**src/rtl/ofdm_cp_serializer.sv**
```systemverilog
`default_nettype none
// ============================================================================
//  Module      : ofdm_cp_serializer
//  Description : Takes one I frame and one Q frame (8 x 16-bit words each)
//                per OFDM symbol from the FFT and emits them as a serial I/Q
//                sample stream. The last CP_LEN samples are replayed first
//                as a cyclic prefix. Valid/ready handshake on both sides.
//  Revision    : 1.0 - initial release
// ============================================================================
module ofdm_cp_serializer #(
    parameter int N_PT   = 8,   // samples per symbol; only 8 is supported
    parameter int W      = 16,  // sample width
    parameter int CP_LEN = 2    // cyclic prefix length, 0..7 (0 = no prefix)
) (
    input  logic                clk,
    input  logic                rst_n,
    input  logic [N_PT*W-1:0]   in_phase,
    input  logic [N_PT*W-1:0]   in_quad,
    input  logic                in_valid,
    output logic                in_ready,
    output logic [W-1:0]        out_i,
    output logic [W-1:0]        out_q,
    output logic                out_valid,
    input  logic                out_ready,
    output logic                out_sop,
    output logic                out_eop,
    output logic                out_is_cp
);

    // The index is 3 bits wide because the symbol length is fixed at 8.
    localparam logic [2:0] c_IDX_LAST = 3'(N_PT - 1);
    // Prefix replays the tail of the symbol, so it starts at N_PT-CP_LEN.
    localparam logic [2:0] c_CP_START = 3'(N_PT - CP_LEN);
    localparam logic       c_HAS_CP   = (CP_LEN != 0);

    localparam logic [1:0] c_ST_IDLE = 2'd0;
    localparam logic [1:0] c_ST_CP   = 2'd1;
    localparam logic [1:0] c_ST_DATA = 2'd2;

    logic [1:0]   r_state;
    logic [2:0]   r_idx;
    logic [W-1:0] r_buf_i [N_PT];
    logic [W-1:0] r_buf_q [N_PT];

    logic w_valid;
    logic w_accept;
    logic w_xfer;
    logic w_last_idx;

    // Handshake qualifiers; in_ready opens on the final DATA beat only when
    // that beat is actually leaving, which is what allows gapless symbols.
    always_comb begin
        w_valid    = (r_state == c_ST_CP) || (r_state == c_ST_DATA);
        w_last_idx = (r_idx == c_IDX_LAST);
        in_ready   = (r_state == c_ST_IDLE) ||
                     ((r_state == c_ST_DATA) && w_last_idx && out_ready);
        w_accept   = in_valid && in_ready;
        w_xfer     = w_valid && out_ready;
    end

    // Output beat: 8:1 mux from the registered buffers, zeroed when idle.
    always_comb begin
        out_valid = w_valid;
        out_i     = '0;
        out_q     = '0;
        out_is_cp = (r_state == c_ST_CP);
        out_eop   = (r_state == c_ST_DATA) && w_last_idx;
        out_sop   = ((r_state == c_ST_CP) && (r_idx == c_CP_START)) ||
                    ((r_state == c_ST_DATA) && (r_idx == 3'd0) && !c_HAS_CP);
        if (w_valid) begin
            out_i = r_buf_i[r_idx];
            out_q = r_buf_q[r_idx];
        end
    end

    // Frame capture: both buffers are overwritten on every accepted frame,
    // including the accept that coincides with the previous symbol's eop.
    always_ff @(posedge clk or negedge rst_n) begin
        if (!rst_n) begin
            for (int k = 0; k < N_PT; k++) begin
                r_buf_i[k] <= '0;
                r_buf_q[k] <= '0;
            end
        end else if (w_accept) begin
            for (int k = 0; k < N_PT; k++) begin
                r_buf_i[k] <= in_phase[k*W +: W];
                r_buf_q[k] <= in_quad[k*W +: W];
            end
        end
    end

    // Sequencer: IDLE -> CP (tail samples) -> DATA (samples 0..7) -> IDLE,
    // or straight into the next symbol when a frame lands on the eop beat.
    always_ff @(posedge clk or negedge rst_n) begin
        if (!rst_n) begin
            r_state <= c_ST_IDLE;
            r_idx   <= 3'd0;
        end else if (w_accept) begin
            r_state <= c_HAS_CP ? c_ST_CP : c_ST_DATA;
            r_idx   <= c_HAS_CP ? c_CP_START : 3'd0;
        end else if (w_xfer) begin
            case (r_state)
                c_ST_CP: begin
                    if (w_last_idx) begin
                        r_state <= c_ST_DATA;
                        r_idx   <= 3'd0;
                    end else begin
                        r_idx   <= r_idx + 3'd1;
                    end
                end
                c_ST_DATA: begin
                    if (w_last_idx) begin
                        r_state <= c_ST_IDLE;
                        r_idx   <= 3'd0;
                    end else begin
                        r_idx   <= r_idx + 3'd1;
                    end
                end
                default: begin
                    r_state <= c_ST_IDLE;
                    r_idx   <= 3'd0;
                end
            endcase
        end
    end

endmodule
`default_nettype wire

```
**config.mk**
```make
export PLATFORM = sky130hd
export DESIGN_NAME = ofdm_cp_serializer
export DESIGN_NICKNAME = d
export VERILOG_FILES = /design/src/rtl/ofdm_cp_serializer.sv
export SDC_FILE = /design/constraint.sdc
export NUM_CORES = 1
export LEC_CHECK = 0
export BUFFER_PORTS_ARGS = -buffer_cell sky130_fd_sc_hd__buf_2
export CORE_UTILIZATION = 30
export DETAILED_ROUTE_END_ITERATION = 16
export GPL_ROUTABILITY_DRIVEN = 0
export GPL_TIMING_DRIVEN = 0
export SLEW_MARGIN = 30
export SYNTH_ARGS = -nofsm -noshare
export SYNTH_HDL_FRONTEND = slang
export SYNTH_SLANG_ARGS = --single-unit
```
**constraint.sdc**
```tcl
create_clock -name clk -period 3.2 [get_ports clk]
set_clock_uncertainty 0.05 [all_clocks]
set_input_delay 0.64 -clock clk [delete_from_list [all_inputs] [get_ports clk]]
set_output_delay 0.64 -clock clk [all_outputs]
set_load 0.02 [all_outputs]
```
==> run_results.csv, run 1 <==
group,metric,value,unit
die,start_util,30.58,%
clock_tree,tritoncts,"done",
detailed_routing,detail_route.vias_per_cell,4.699,
setup_path,worst-setup-path-type,"flip-flop to output pin",
detailed_routing,first_pass_iters,4,
grt,grt_pass1_wl,57590,um
detailed_routing,detail_route.drc_violations,0,
placement,portBuffers,296,
timing,rsz_0062_raised_after_global_routing,"no",
die,dieHeight,209.2,um
detailed_routing,drtAntennaViolNets,0,
synth,syn_inst,774,
synth,share_of_the_yosys_chip_area_belonging_to_registers,50.69,%
grt,globalRouteOverflowTotal,0,
grt,first_global_vias,8700,
setup_path,critical_path_peak_fanout,10,
synth,post_synth_xor_area_fraction,0,%
grt,globalRouteTotalUtil,17.86,%
detailed_routing,detail_route.iter0.violations,426,
timing,fmax,0.3226,GHz
clock_tree,clock-root-buffer,"sky130_fd_sc_hd__clkbuf_16",
layout,finish.utilization,38.79,%
placement,post-dp-hpwl,28810,um
clock_tree,clkLatencyLatePin,0.57,ns
timing,layout_setup_ws,0.1004,ns
synth,synth_compound_area_share,4.982,%
clock_tree,setup_buffers_after_cts,0,
synth,synthesis.area,0.01288,mm2
timing,setup_viol,0,
die,die_area,0.04378,mm2
clock_tree,cts_buffer_depth,3,
synth,synth_nets,1040,
synth,synthMuxAreaShare,39.43,%
synth,ys_warn_count,0,
layout,final.fill_count,3972,
pwr,powerDensity,1178,mW/mm2
status,status,"complete, no violations",
setup_path,cp_capture_type,"output pin",
detailed_routing,vias_after_detailed_routing,7899,
pwr,power_leakage,8.038,nW
timing,final-hold-violation-count,0,
grt,antenna_found_initial,17,
grt,grtUsageMet1,24.64,%
layout,post_route_cells_drive_above_1_share,62.50,%
synth,synth_top_family_by_area,"multiplexers",
detailed_routing,drt_wl_cell,23.42,um
timing,slew_viol_final,0,
synth,post_synth_fa_ha_maj_area_fraction,0.5826,%
setup_path,crit_arrival,2.41,ns
die,dieWidth,209.2,um
placement,dp.cells,1612,
grt,grtUsageMet2,27.80,%
synth,syn_avg_cell_area,16.65,um2
synth,synthesis_stage_register_bit_count,261,
timing,finalSetupTns,0,ns
clock_tree,total_number_of_h_tree_levels,1,
layout,instances_no_fill,1681,
detailed_routing,postRouteWirelength,39380,um
worst_hold_path,holdCritPathClass,"input port to flip-flop",
clock_tree,path_clk_slew,0.06,ns
pwr,ir_worst_vdd,0.5015,mV
synth,yosys.area_share.simple,0.6409,%
layout,area_growth,26.86,%
die,rows,75,
synth,ys_types,30,
timing,finalCriticalPeriod,3.100,ns
grt,grt.met3_usage,3.472,%
setup_path,worstSetupStartpointType,"flip-flop",
placement,dpl_worst_slack,-0.1864,ns
layout,layout.cells.most_common_list,"sky130_fd_sc_hd__buf_2 (299), sky130_fd_sc_hd__dfrtp_1 (261), sky130_fd_sc_hd__mux2_4 (220)",
timing,fin_crit_sh,96.86,%
die,i_o_pins,297,
flow_run,number_of_maximum_capacitance_violations,0,
timing,max_slew_headroom,61.38,%
grt,grt.busiest_layer,"met2",
timing,worst_slew_pin_slew,0.5794,ns
clock_tree,clkSinkCount,261,
die,coreArea,0.04213,mm2
setup_path,timing.critical_path.required,2.51,ns
layout,layout.nets,1371,
clock_tree,numCtsBuffers,31,
layout,mostFrequentLayoutCell,"sky130_fd_sc_hd__buf_2",
grt,pin_count_of_the_biggest_net_entering_global_routing,83,
[path summary, 6_finish.rpt]
check	startpoint	endpoint	slack, ns	cells past startpoint
max	r_idx[1]	out_q[14]	0.10	6
max in group asynchronous	rst_n	r_buf_q[42]	1.40	4
min	in_quad[120]	r_buf_q[8]	0.24	2
max reg2reg	r_idx[0]	r_buf_i[74]	0.91	9
min reg2reg	r_buf_i[75]	r_buf_i[75]	0.45	1
min in group asynchronous	rst_n	r_buf_i[75]	0.51	2
[power breakdown]
group          switching [W]  internal (W)  total (W)  leakage, nW
registers           0.000991       0.00503    0.00602         3.06
logic                0.00453       0.00517    0.00970         4.47
clock network        0.00144       0.00209    0.00353        0.501
[routing by layer]
metal	vias up	routed length, um
met5	-	34
met4	6	1109
met3	66	1865
met2	193	18350
met1	4068	18010
li1	3566	-
[cells in the mapped netlist, drive strengths merged]
cell type | n | share of area [%]
a31oi | 2 | 0.097
nor2 | 2 | 0.058
ha | 6 | 0.58
inv | 3 | 0.087
mux2i | 65 | 5.0
mux2 | 256 | 29
a31o | 1 | 0.14
and2 | 3 | 0.17
o211a | 32 | 2.5
nor2b | 1 | 0.049
clkbuf | 20 | 0.58
and3 | 1 | 0.049
o311ai | 1 | 0.068
buf | 41 | 3.0
o21a | 1 | 0.058
nand2b | 2 | 0.097
o21ai | 1 | 0.039
a22oi | 32 | 1.9
o21bai | 1 | 0.058
dfrtp | 261 | 51
a32oi | 1 | 0.068
a41oi | 1 | 0.068
nand2 | 5 | 0.15
nand3 | 2 | 0.078
a21oi | 1 | 0.039
mux4 | 32 | 5.6
[critical path: stages (launching register included)]
cell and delay (ns):
sky130_fd_sc_hd__dfrtp_1 0.38, sky130_fd_sc_hd__clkbuf_4 0.21, sky130_fd_sc_hd__buf_2 0.38, sky130_fd_sc_hd__mux2i_1 0.38
sky130_fd_sc_hd__a22oi_1 0.17, sky130_fd_sc_hd__o211a_1 0.14, sky130_fd_sc_hd__buf_2 0.17
[cell families after synthesis]
group / count (synthesis)
buf+inv: 64
compound gates: 74
flops: 261
fa+ha+maj: 6
simple gates: 16
mux: 353
[metrics by stage]
step / hold slack (ns) / cell area, um2 / power, W
6_report: 0.2449 / 16350 / 0.01925
2_1_floorplan: 0.2944 / 12880 / 0.01264
4_1_cts: 0.2133 / 16260 / 0.01940
3_3_place_gp: 0.4354 / 15040 / 0.01540
5_1_grt: 0.2078 / 16350 / 0.02025
3_5_place_dp: 0.4409 / 15130 / 0.01557
[state kept, by name, indices dropped and copies added (netlist names)]
name and cells:
r_idx 3, r_buf_i 128, r_state 2, r_buf_q 128
[layout make-up]
| cell class | count | area (um2) | area share (%) |
|---|---|---|---|
| Tap cell | 539 | 674.4 | 4.126 |
| Inverter | 3 | 11.26 | 0.06889 |
| Clock inverter | 11 | 111.4 | 0.6813 |
| Clock buffer | 45 | 898.4 | 5.496 |
| Sequential cell | 261 | 6531 | 39.96 |
| Antenna cell | 14 | 35.03 | 0.2143 |
| Timing Repair Buffer | 300 | 1587 | 9.706 |
| Multi-Input combinational cell | 449 | 5936 | 36.31 |
| Buffer | 59 | 561.8 | 3.437 |
[repair_timing]
item | in CTS | in global routing
pin swaps | 1 | 1
setup endpoints to repair | 32 | 25
resized for setup | 39 | 21
endpoints found under the hold margin | 45 | 0
hold buffers | 1 | 0
Power figures use the tool's default switching activity.
==> inputs of run 2 (changes only) <==
Settings changed: RECOVER_POWER set to 50.
==> run_results.csv, run 2 (synthesis results as in run 1) <==
group,metric,value,unit
timing,fin_crit_sh,96.78,%
setup_path,critical_path_peak_fanout,10,
timing,holdWs,0.2450,ns
detailed_routing,vias_after_detailed_routing,7886,
setup_path,worst-setup-path-type,"flip-flop to output pin",
layout,mostFrequentLayoutCell,"sky130_fd_sc_hd__buf_2",
grt,pin_count_of_the_biggest_net_entering_global_routing,83,
timing,setup_viol,0,
layout,layout.cells.most_common_list,"sky130_fd_sc_hd__buf_2 (298), sky130_fd_sc_hd__dfrtp_1 (261), sky130_fd_sc_hd__mux2_4 (220)",
clock_tree,path_clk_slew,0.06,ns
grt,antenna_found_initial,17,
layout,final.fill_count,3978,
pwr,internal_power,0.01226,W
setup_path,worstSetupStartpointType,"flip-flop",
detailed_routing,drtAntennaViolNets,0,
setup_path,cp_capture_type,"output pin",
timing,final-hold-violation-count,0,
status,status,"complete, no violations",
die,rows,75,
clock_tree,clkSinkCount,261,
pwr,ir_worst_vdd,0.5016,mV
pwr,sequentialPowerShare,31.3,%
placement,dp.cells,1612,
layout,layout.nets,1371,
clock_tree,clkLatencyLatePin,0.57,ns
clock_tree,numCtsBuffers,31,
detailed_routing,first_pass_iters,4,
detailed_routing,detail_route.vias_per_cell,4.691,
pwr,switching_share,36.18,%
layout,post_route_cells_drive_above_1_share,62.15,%
placement,post-dp-hpwl,28810,um
layout,instances_no_fill,1681,
grt,grt_pass1_wl,57590,um
pwr,powerDensity,1180,mW/mm2
detailed_routing,postRouteWirelength,39370,um
grt,first_global_vias,8700,
clock_tree,clock-root-buffer,"sky130_fd_sc_hd__clkbuf_16",
pwr,comb_power_share,50.3,%
pwr,power.switching,0.006951,W
detailed_routing,drt_wl_cell,23.42,um
detailed_routing,detail_route.iter0.violations,413,
grt,globalRouteOverflowTotal,0,
placement,portBuffers,296,
grt,globalRouteTotalUtil,17.86,%
setup_path,crit_arrival,2.41,ns
die,dieHeight,209.2,um
layout,area_growth,26.35,%
clock_tree,cts_buffer_depth,3,
flow_run,number_of_maximum_capacitance_violations,0,
timing,worst_slew_pin_slew,1.283,ns
clock_tree,tritoncts,"done",
worst_hold_path,holdCritPathClass,"input port to flip-flop",
timing,fmax,0.3229,GHz
die,dieWidth,209.2,um
layout,largestRegisters,"r_buf_i x128, r_buf_q x128, r_idx x3",
die,i_o_pins,297,
die,start_util,30.58,%
pwr,pwr-share-clk,18.4,%
clock_tree,total_number_of_h_tree_levels,1,
timing,slew_viol_final,0,
pwr,power_leakage,8.004,nW
timing,rsz_0062_raised_after_global_routing,"no",
die,die_area,0.04378,mm2
die,coreArea,0.04213,mm2
detailed_routing,detail_route.drc_violations,0,
timing,max_slew_headroom,14.47,%
setup_path,timing.critical_path.required,2.51,ns
timing,finalCriticalPeriod,3.097,ns
==> run 2: repair_timing <==
| action | CTS | global route |
|---|---|---|
| hold buffers | 1 | 0 |
| pin swaps | 1 | 1 |
| endpoints found under the setup margin | 32 | 25 |
| resized for setup | 39 | 21 |
| hold endpoints to repair | 45 | 0 |
| buffers inserted | 0 | 0 |
==> run 2: critical path, stage by stage, from the launching register on <==
cell	delay (ns)
sky130_fd_sc_hd__dfrtp_1	0.38
sky130_fd_sc_hd__clkbuf_4	0.21
sky130_fd_sc_hd__buf_2	0.38
sky130_fd_sc_hd__mux2i_1	0.38
sky130_fd_sc_hd__a22oi_1	0.16
sky130_fd_sc_hd__o211a_1	0.14
sky130_fd_sc_hd__buf_2	0.17
==> run 2: power by group through the flow <==
stage          clock network (W)  registers, W  logic [W]
5_1_grt                  0.00376       0.00621     0.0103
6_report                 0.00353       0.00602    0.00966
2_1_floorplan                  0       0.00567    0.00697
3_3_place_gp                   0       0.00595    0.00945
3_5_place_dp                   0       0.00601    0.00957
4_1_cts                  0.00363       0.00600    0.00976
==> run 2: path summary, 6_finish.rpt <==
| check | slack, ns | end | depth (start not counted) | start |
|---|---|---|---|---|
| worst max-delay path | 0.10 | out_q[14] | 6 | r_idx[1] |
| worst min-delay path | 0.24 | r_buf_q[8] | 2 | in_quad[120] |
| worst max register to register | 0.35 | r_buf_i[71] | 9 | r_idx[1] |
| worst min register to register | 0.45 | r_buf_i[97] | 1 | r_buf_i[97] |
| max in group asynchronous | 0.47 | r_buf_q[42] | 4 | rst_n |
| min in group asynchronous | 0.83 | r_buf_i[75] | 2 | rst_n |
==> run 2: stage by stage <==
step / cell area, um2 / setup WS (ns) / total power, W / TNS [ns] / util, %
CTS: 16260 / -0.001477 / 0.01940 / -0.001477 / 38.59
global placement: 15040 / -3.608 / 0.01540 / -932.19 / 35.70
detailed placement: 15130 / -0.1864 / 0.01557 / -1.056 / 35.92
floorplan: 12880 / 0.8359 / 0.01264 / 0 / -
finish: 16280 / 0.1032 / 0.01921 / 0 / 38.64
global route: 16280 / 0.001190 / 0.02022 / 0 / 38.64
==> run 2: cell type report <==
class | count | area (um2) | share of cell area [%]
flip-flops and latches | 261 | 6531 | 40.12
multi-input cells | 449 | 5933 | 36.44
repair buffers | 300 | 1540 | 9.461
clock buffers | 45 | 898.4 | 5.518
well taps | 539 | 674.4 | 4.142
plain buffers | 59 | 545.5 | 3.351
clock inverters | 11 | 111.4 | 0.6840
diodes | 14 | 35.03 | 0.2152
inverters | 3 | 11.26 | 0.06917
==> run 2: metal layers <==
| metal | GRT usage, % | up-vias | wire length, um |
|---|---|---|---|
| met2 | 27.80 | 196 | 18280 |
| met1 | 24.64 | 4049 | 17950 |
| met3 | 3.472 | 70 | 1912 |
| li1 | - | 3565 | - |
| met5 | 0 | - | 34 |
| met4 | 6.491 | 6 | 1187 |
==> inputs of run 3 (changes only) <==
Settings changed: CORE_ASPECT_RATIO set to 0.5, CORE_UTILIZATION 30 to 59, GPL_ROUTABILITY_DRIVEN 0 to not set, PLACE_DENSITY set to 0.86.
==> run_results.csv, run 3 (synthesis results as in run 1) <==
group,metric,value,unit
status,status,"complete, no violations",
detailed_routing,detail_route.drc_violations,0,
timing,fmax,0.3204,GHz
placement,portBuffers,296,
timing,max_slew_headroom,17.94,%
grt,pin_count_of_the_biggest_net_entering_global_routing,80,
detailed_routing,drtAntennaViolNets,0,
grt,globalRouteTotalUtil,31.42,%
setup_path,worst-setup-path-type,"flip-flop to output pin",
worst_hold_path,hold_path_end,"r_buf_i[10]",
layout,final.fill_count,1351,
grt,first_global_vias,9246,
layout,mostFrequentLayoutCell,"sky130_fd_sc_hd__buf_2",
die,start_util,61.44,%
grt,antenna_found_initial,12,
setup_path,rr_worst_depth,9,
pwr,pwr-share-clk,16.1,%
flow_run,number_of_maximum_capacitance_violations,0,
clock_tree,clkLatencyLatePin,0.53,ns
layout,layout.cells.most_common_list,"sky130_fd_sc_hd__buf_2 (301), sky130_fd_sc_hd__dfrtp_1 (261), sky130_fd_sc_hd__mux2_4 (220)",
timing,layout_setup_ws,0.07937,ns
timing,rsz_0062_raised_after_global_routing,"yes",
pwr,switching_share,35.74,%
grt,grt_pass1_wl,53130,um
layout,final_area,0.01565,mm2
setup_path,crit_arrival,2.43,ns
pwr,ir_worst_vdd,0.6701,mV
die,rows,37,
clock_tree,total_number_of_h_tree_levels,1,
placement,post-dp-hpwl,24680,um
clock_tree,path_clk_slew,0.07,ns
placement,dpl_worst_slack,0.1505,ns
die,dieHeight,106.5,um
timing,finalCriticalPeriod,3.121,ns
setup_path,critical_path_peak_fanout,10,
timing,setup_viol,0,
placement,placement.cell_area,0.01482,mm2
layout,area_growth,21.43,%
setup_path,r2r_setup_slack,0.13,ns
setup_path,worstSetupStartpointType,"flip-flop",
pwr,power_leakage,7.881,nW
setup_path,timing.critical_path.required,2.51,ns
pwr,power.switching,0.006535,W
grt,globalRouteOverflowTotal,0,
timing,slew_viol_final,0,
pwr,sequentialPowerShare,33.2,%
setup_path,r2r_path_end,"r_buf_i[91]",
detailed_routing,vias_after_detailed_routing,8242,
clock_tree,setup_buffers_after_cts,0,
layout,post_route_cells_drive_above_1_share,61.32,%
setup_path,regToRegStartpoint,"r_idx[1]",
timing,fin_crit_sh,97.52,%
detailed_routing,postRouteWirelength,34200,um
placement,finalWeightedCongestion,0.8819,
detailed_routing,detail_route.vias_per_cell,5.808,
die,coreArea,0.02097,mm2
die,die_area,0.02247,mm2
timing,worst_slew_pin_slew,1.231,ns
worst_hold_path,holdCritPathClass,"input port to flip-flop",
clock_tree,tritoncts,"done",
timing,final-hold-violation-count,0,
clock_tree,cts_buffer_depth,3,
detailed_routing,drt_wl_cell,24.10,um
layout,layout.nets,1365,
detailed_routing,detail_route.iter0.violations,521,
worst_hold_path,holdCritStartpoint,"in_phase[122]",
die,dieWidth,211.0,um
pwr,comb_power_share,50.7,%
layout,largestRegisters,"r_buf_i x128, r_buf_q x128, r_idx x3",
setup_path,cp_capture_type,"output pin",
clock_tree,clkSinkCount,261,
worst_hold_path,min_delay_path_depth,2,
clock_tree,clock-root-buffer,"sky130_fd_sc_hd__clkbuf_16",
pwr,internal_power,0.01175,W
die,i_o_pins,297,
detailed_routing,first_pass_iters,5,
clock_tree,numCtsBuffers,24,
pwr,powerDensity,1169,mW/mm2
==> run 3: cell count changes in the layout (fill, tap and decap cells not counted), moves of 4 or more <==
cell | before | now
sky130_fd_sc_hd__a22oi_1 | 22 | 27
sky130_fd_sc_hd__a22oi_2 | 10 | 5
sky130_fd_sc_hd__buf_4 | 1 | 7
sky130_fd_sc_hd__buf_6 | 31 | 25
sky130_fd_sc_hd__clkbuf_16 | 31 | 25
sky130_fd_sc_hd__diode_2 | 14 | 10
==> run 3: final cells by class <==
class                           count  area, um2  area share, %
Clock inverter                      7      63.81         0.4078
Clock buffer                       37      740.7          4.734
Buffer                             60      493.0          3.151
Sequential cell                   261       6531          41.74
Antenna cell                       10      25.02         0.1599
Multi-Input combinational cell    449       5902          37.72
Timing Repair Buffer              300       1514          9.676
Inverter                            3      11.26        0.07197
Tap cell                          292      365.4          2.335
==> run 3: per-stage QoR <==
step | utilization (%) | power, W | setup TNS, ns | hold WS, ns | cells
detailed placement | 70.69 | 0.01514 | 0 | 0.4375 | 1365
global placement | 70.25 | 0.01479 | -778.86 | 0.4336 | 1362
global route | 74.60 | 0.01915 | -0.06618 | 0.2656 | 1418
floorplan | - | 0.01264 | 0 | 0.2944 | 774
CTS | 74.74 | 0.01825 | 0 | 0.2685 | 1410
finish | 74.61 | 0.01829 | 0 | 0.2839 | 1419
==> run 3: how the worst max path moves through the flow <==
stage                         to      from  slack, ns  depth (start not counted)
floorplan              out_i[10]  r_idx[0]       0.84                          4
global placement    r_buf_q[103]     rst_n      -3.01                          1
detailed placement      out_q[8]  r_idx[2]       0.15                          7
CTS                    out_q[13]  r_idx[2]      0.002                          7
global route           out_q[10]  r_idx[2]      -0.01                          7
finish                 out_q[11]  r_idx[2]       0.08                          7
==> run 3: critical path, stage by stage, from the launching register on <==
cell,delay [ns]
sky130_fd_sc_hd__dfrtp_1,0.39
sky130_fd_sc_hd__clkbuf_2,0.23
sky130_fd_sc_hd__and2_1,0.19
sky130_fd_sc_hd__clkbuf_1,0.14
sky130_fd_sc_hd__clkbuf_2,0.26
sky130_fd_sc_hd__a22oi_1,0.32
sky130_fd_sc_hd__o211a_1,0.19
sky130_fd_sc_hd__buf_2,0.17
==> run 3: what timing repair did <==
action	CTS	global route
resized for setup	21	18
endpoints found under the setup margin	32	30
endpoints found under the hold margin	46	0
cloned	0	0
hold buffers	1	0
==> run 3: power groups by stage <==
stage               clock network, W  logic (W)  registers (W)
floorplan                          0    0.00697        0.00567
global placement                   0    0.00890        0.00589
detailed placement                 0    0.00911        0.00603
CTS                          0.00298    0.00925        0.00603
global route                 0.00312    0.00981        0.00623
finish                       0.00294    0.00927        0.00607
==> run 3: layer usage <==
layer,routed length (um),track usage [%],part of all wire (%)
met2,16720,51.86,49
met3,1848,6.824,5.4
met1,14530,41.16,42
met4,1078,11.44,3.2
met5,27,0,0.079
